File: src/rtl/bla_pkg.sv
// Shared types and sizes for the nibble-serial 16-bit subtractor.
package bla_pkg;
   localparam int WIDTH   = 16;
   localparam int NIB     = 4;
   localparam int NIBBLES = 4;

   typedef enum logic [1:0] {
      IDLE = 2'd0,
      CALC = 2'd1,
      DONE = 2'd2
   } state_t;
endpackage

File: src/rtl/bla_sub_serial_bla4.sv
// 4-bit borrow-lookahead subtractor slice: d = a - b - bin, bout = borrow out of bit 3.
module bla4
   import bla_pkg::*;
(
   input  logic [NIB-1:0] a,
   input  logic [NIB-1:0] b,
   input  logic           bin,
   output logic [NIB-1:0] d,
   output logic           bout
);

   logic [NIB-1:0] w_g;
   logic [NIB-1:0] w_p;
   logic [NIB:0]   w_br;

   // generate: a_i=0,b_i=1 always borrows; propagate: equal bits pass the incoming borrow
   assign w_g = ~a & b;
   assign w_p = ~(a ^ b);

   assign w_br[0] = bin;
   assign w_br[1] = w_g[0] | (w_p[0] & bin);
   assign w_br[2] = w_g[1] | (w_p[1] & w_g[0]) | (w_p[1] & w_p[0] & bin);
   assign w_br[3] = w_g[2] | (w_p[2] & w_g[1]) | (w_p[2] & w_p[1] & w_g[0])
                  | (w_p[2] & w_p[1] & w_p[0] & bin);
   assign w_br[4] = w_g[3] | (w_p[3] & w_g[2]) | (w_p[3] & w_p[2] & w_g[1])
                  | (w_p[3] & w_p[2] & w_p[1] & w_g[0])
                  | (w_p[3] & w_p[2] & w_p[1] & w_p[0] & bin);

   assign d    = a ^ b ^ w_br[NIB-1:0];
   assign bout = w_br[NIB];

endmodule

File: src/rtl/bla_sub_serial.sv
// Nibble-serial 16-bit subtractor: one 4-bit lookahead slice reused over four CALC cycles.
//   state | meaning
//   IDLE  | waiting for operands, in_ready=1
//   CALC  | one nibble per cycle, LSB first
//   DONE  | result held until out_ready
module bla_sub_serial
   import bla_pkg::*;
(
   input  logic             clk,
   input  logic             rst_n,
   input  logic             in_valid,
   output logic             in_ready,
   input  logic [WIDTH-1:0] a,
   input  logic [WIDTH-1:0] b,
   input  logic             bin,
   output logic             out_valid,
   input  logic             out_ready,
   output logic [WIDTH-1:0] diff,
   output logic             bout,
   output logic             zero
);

   state_t           r_state;
   state_t           w_next;
   logic [WIDTH-1:0] r_a;
   logic [WIDTH-1:0] r_b;
   logic [WIDTH-1:0] r_diff;
   logic [1:0]       r_cnt;
   logic             r_br;
   logic             r_zero;

   logic [3:0]       w_base;
   logic             w_last;
   logic [NIB-1:0]   w_nib_a;
   logic [NIB-1:0]   w_nib_b;
   logic [NIB-1:0]   w_nib_d;
   logic             w_nib_bo;

   assign w_base  = {r_cnt, 2'b00};
   assign w_last  = (r_cnt == 2'(NIBBLES - 1));
   assign w_nib_a = r_a[w_base +: NIB];
   assign w_nib_b = r_b[w_base +: NIB];

   bla4 u_bla4 (
      .a    (w_nib_a),
      .b    (w_nib_b),
      .bin  (r_br),
      .d    (w_nib_d),
      .bout (w_nib_bo)
   );

   always_ff @(posedge clk) begin
      if (!rst_n) r_state <= IDLE;
      else        r_state <= w_next;
   end

   always_comb begin
      w_next = r_state;
      case (r_state)
         IDLE:    if (in_valid)  w_next = CALC;
         CALC:    if (w_last)    w_next = DONE;
         DONE:    if (out_ready) w_next = IDLE;
         default: w_next = IDLE;
      endcase
   end

   always_ff @(posedge clk) begin
      if (!rst_n) begin
         r_a    <= '0;
         r_b    <= '0;
         r_diff <= '0;
         r_cnt  <= '0;
         r_br   <= 1'b0;
         r_zero <= 1'b0;
      end else begin
         case (r_state)
            IDLE: begin
               if (in_valid) begin
                  r_a   <= a;
                  r_b   <= b;
                  r_br  <= bin;
                  r_cnt <= '0;
               end
            end
            CALC: begin
               r_diff[w_base +: NIB] <= w_nib_d;
               r_br                  <= w_nib_bo;
               r_cnt                 <= r_cnt + 2'd1;
               // lower three nibbles are already in r_diff when the top one lands
               if (w_last)
                  r_zero <= (w_nib_d == '0) && (r_diff[WIDTH-NIB-1:0] == '0);
            end
            default: ;
         endcase
      end
   end

   assign in_ready  = (r_state == IDLE);
   assign out_valid = (r_state == DONE);
   assign diff      = r_diff;
   assign bout      = r_br;
   assign zero      = r_zero;

endmodule

File: config.mk
export PLATFORM = sky130hd
export DESIGN_NAME = bla_sub_serial
export DESIGN_NICKNAME = d
export VERILOG_FILES = /design/src/rtl/bla_pkg.sv /design/src/rtl/bla_sub_serial_bla4.sv /design/src/rtl/bla_sub_serial.sv
export SDC_FILE = /design/constraint.sdc
export NUM_CORES = 1
export LEC_CHECK = 0
export CORE_MARGIN = 2
export CORE_UTILIZATION = 52
export CTS_CLUSTER_DIAMETER = 120
export CTS_CLUSTER_SIZE = 28
export DETAILED_ROUTE_END_ITERATION = 16
export HOLD_SLACK_MARGIN = 0.08
export MAX_ROUTING_LAYER = met4
export PLACE_DENSITY = 0.8
export REMOVE_ABC_BUFFERS = 1
export SYNTH_ARGS = -nofsm -noshare
export SYNTH_HDL_FRONTEND = slang
export SYNTH_HIERARCHICAL = 1
export SYNTH_SLANG_ARGS = --single-unit
export TNS_END_PERCENT = 1
File: constraint.sdc
create_clock -name clk -period 3.75 [get_ports clk]
set_input_delay 0.75 -clock clk [delete_from_list [all_inputs] [get_ports clk]]
set_output_delay 0.75 -clock clk [all_outputs]
set_load 0.005 [all_outputs]
==> reports/metrics.cfg <==
[grt]
grt_pass1_vias = 2240
use_met1_pct = 24.4
met3_usage_pct = 3.86
top_usage_layer = met2
grt_overflow = 0
antenna_found_initial = 0
grtUsageTotal_pct = 19.9
grt_max_degree = 36
grt_pass1_wl_mm = 9.89
met2_usage_pct = 34.7

[place]
placedCellCount = 412
place_hpwl_mm = 4.14
portBuffers = 56
place_congestion = 0.826

[layout]
fillers = 469
fin_cells = 420
diodes = 0
nets = 395
syn_to_final_growth_pct = 22.1
drive_gt1_share_pct = 25.6

[die]
num_rows = 27
boundaryPins = 57
die_w_um = 79.0
core-area_um2 = 5470
initial_core_util_pct = 53.4
die-height_um = 79.0
dieArea_um2 = 6240

[synthesis]
ys_ff_latch = 54
synth_cell_types = 44
syn_avg_cell_area_um2 = 9.81
synth_top_cell_by_area = dfxtp_1
synth_area_leaders = dfxtp_1 (37%), a21boi_2 (12%), nand2_1 (6.5%), nand2_2 (6.4%), mux4_2 (6.2%)
synthArstFlopShare_pct = 0
yosysSeqAreaShare_pct = 37.0
synth_ff_type = dfxtp_1
syn_area_um2 = 2920
synth_edf_count = 0
synth_top_area_share_pct = 37.0
ys_warn_count = 6
synthCells = 298

[worst_setup_path]
worst_ep_arrival_time_ns = 3.21
worstPathCellList = buf_4, mux4_2, ha_1, a21o_1, a21oi_1, nand3b_1, nor4_1, nand4_1, o21ai_1
critPathLaunchType = flip-flop
max_stage_delay_ns = 0.65
path_class = flip-flop to flip-flop
cp.required_ns = 3.99
critPathCaptureType = flip-flop
slowest_stage = dfxtp_1
path_max_fanout = 10

[timing]
post-route-min-period_ns = 2.97
fmax_mhz = 336
finalSetupViolations = 0
tns_ns = 0
slew_headroom_pct = 28.2
hold_viol_final = 0
worst_slew_pin_slew_ns = 1.08
finClkSkew_ns = 0.00807
finalMaxSlewViolations = 0
rsz0062_at_grt = no
period_share_pct = 79.3

[route]
drtIter0Drc = 118
drcViolationCount = 0
routed_wl_mm = 5.74
avgRoutedWirePerCell_um = 13.7
viasPerCell = 5.19
firstDrtPassIters = 5
dr_total_vias = 2180
antenna_left = 0

[power_and_ir_drop]
ir_drop_v = 0.000164
power.density_nw_per_um2 = 353
leakage_uw = 0.00129

[hold_path]
hp-class = flip-flop to flip-flop

[clocking]
clock-sinks = 54
cts-htree-levels = 2
cts_resized = 0
cts_buffers = 5
clock_path_buffers = 2
cts_tree = built
cts_root_buffer = clkbuf_8
post-cts-setup-buffers = 0
cts.clk_slew.worst_paths_ns = 0.09
clock_latency_ns = 0.30
cts.hold.buffers_added = 0

[outcome]
outcome = finished, final reports clean

[run]
cap_violations = 0

[placed cells by master, fill, tap and decap left out, types with 2 or more instances in the layout]
cell | netlist | routed
a21boi_1 | 20 | 20
a21boi_2 | 30 | 30
a21o_1 | 2 | 2
a21oi_1 | 2 | 2
and3b_1 | 3 | 3
buf_4 | 2 | 4
clkbuf_8 | 0 | 8
clkdlybuf4s50_1 | 0 | 56
dfxtp_1 | 54 | 54
ha_1 | 10 | 10
inv_1 | 9 | 9
mux4_2 | 8 | 8
nand2_1 | 51 | 51
nand2_2 | 30 | 30
nand3_1 | 18 | 18
nand3b_1 | 4 | 4
nand4_1 | 2 | 2
nor2_1 | 4 | 4
nor2b_1 | 3 | 3
nor3_1 | 3 | 3
nor4_1 | 2 | 2
nor4b_1 | 2 | 2
o21a_1 | 2 | 2
o21ai_1 | 2 | 2
xor2_1 | 2 | 2
[cells in the mapped netlist, types with 3 or more instances]
cell,instances
a21boi_1,20
a21boi_2,30
and3b_1,3
buf_12,3
buf_2,4
clkbuf_1,7
dfxtp_1,54
ha_1,10
inv_1,9
mux4_2,8
nand2_1,51
nand2_2,30
nand3_1,18
nand3b_1,4
nor2_1,4
nor2b_1,3
nor3_1,3
[layer usage]
| metal | part of all wire, % | routed length, um |
|---|---|---|
| met1 | 46 | 2620 |
| met2 | 50 | 2890 |
| met3 | 3.4 | 196 |
| met4 | 0.59 | 34 |
| met5 | 0 | 0 |
[per-stage QoR]
| step | instance area, um2 | hold slack, ns | util, % | setup WS [ns] | total power (uW) |
|---|---|---|---|---|---|
| global placement | 3460 | 0.440 | 63.2 | 0.973 | 896 |
| CTS | 3570 | 0.459 | 65.2 | 0.781 | 1270 |
| global route | 3570 | 0.482 | 65.2 | 0.534 | 1320 |
| floorplan | 2780 | 0.432 | - | 0.950 | 802 |
| detailed placement | 3460 | 0.447 | 63.2 | 0.840 | 904 |
| finish | 3570 | 0.455 | 65.2 | 0.777 | 1260 |
[critical path, delay by kind of cell (launching register included)]
family / cells / cell delay, ns
buffers and inverters: 1 / 0.28
and+or+nand+nor: 3 / 0.58
AOI/OAI and AO/OA: 3 / 0.54
adders and majority gates: 1 / 0.35
muxes: 1 / 0.51
DFF: 1 / 0.65
[power by group]
| group | internal [uW] | total, uW | switching, uW |
|---|---|---|---|
| Combinational | 132 | 265 | 133 |
| Clock | 187 | 367 | 180 |
| Sequential | 601 | 629 | 27.6 |
[registers in the layout (all words and copies together) (netlist names)]
signal and cells:
r_state 2, zero 1, r_cnt 2, diff 16
r_a 16, bout 1, r_b 16
[cell families after synthesis]
group / after synthesis / share of synthesized area (%)
AO/OA/AOI/OAI: 62 / 19.4
multiplexers: 8 / 6.16
adder cells (fa/ha/maj): 11 / 4.97
XOR/XNOR: 2 / 0.599
AND/OR/NAND/NOR: 134 / 25.8
buffers and inverters: 27 / 6.08
flip-flops: 54 / 37.0
[final timing paths]
path	slack, ns	startpoint	depth (start not counted)	end
setup / recovery	0.78	r_cnt[0]	9	zero
setup reg to reg	0.78	r_cnt[0]	9	zero
hold reg to reg	0.46	diff[15]	2	diff[15]
hold / removal	0.46	diff[15]	2	diff[15]
[final cells by class]
class / instances / area (um2) / share of cell area [%]
Sequential cell: 54 / 1080 / 30.3
Timing Repair Buffer: 60 / 591 / 16.5
Clock buffer: 8 / 110 / 3.08
Inverter: 9 / 33.8 / 0.946
Tap cell: 72 / 90.1 / 2.52
Multi-Input combinational cell: 217 / 1660 / 46.6
Note: power is estimated with default switching activity, not from simulation.
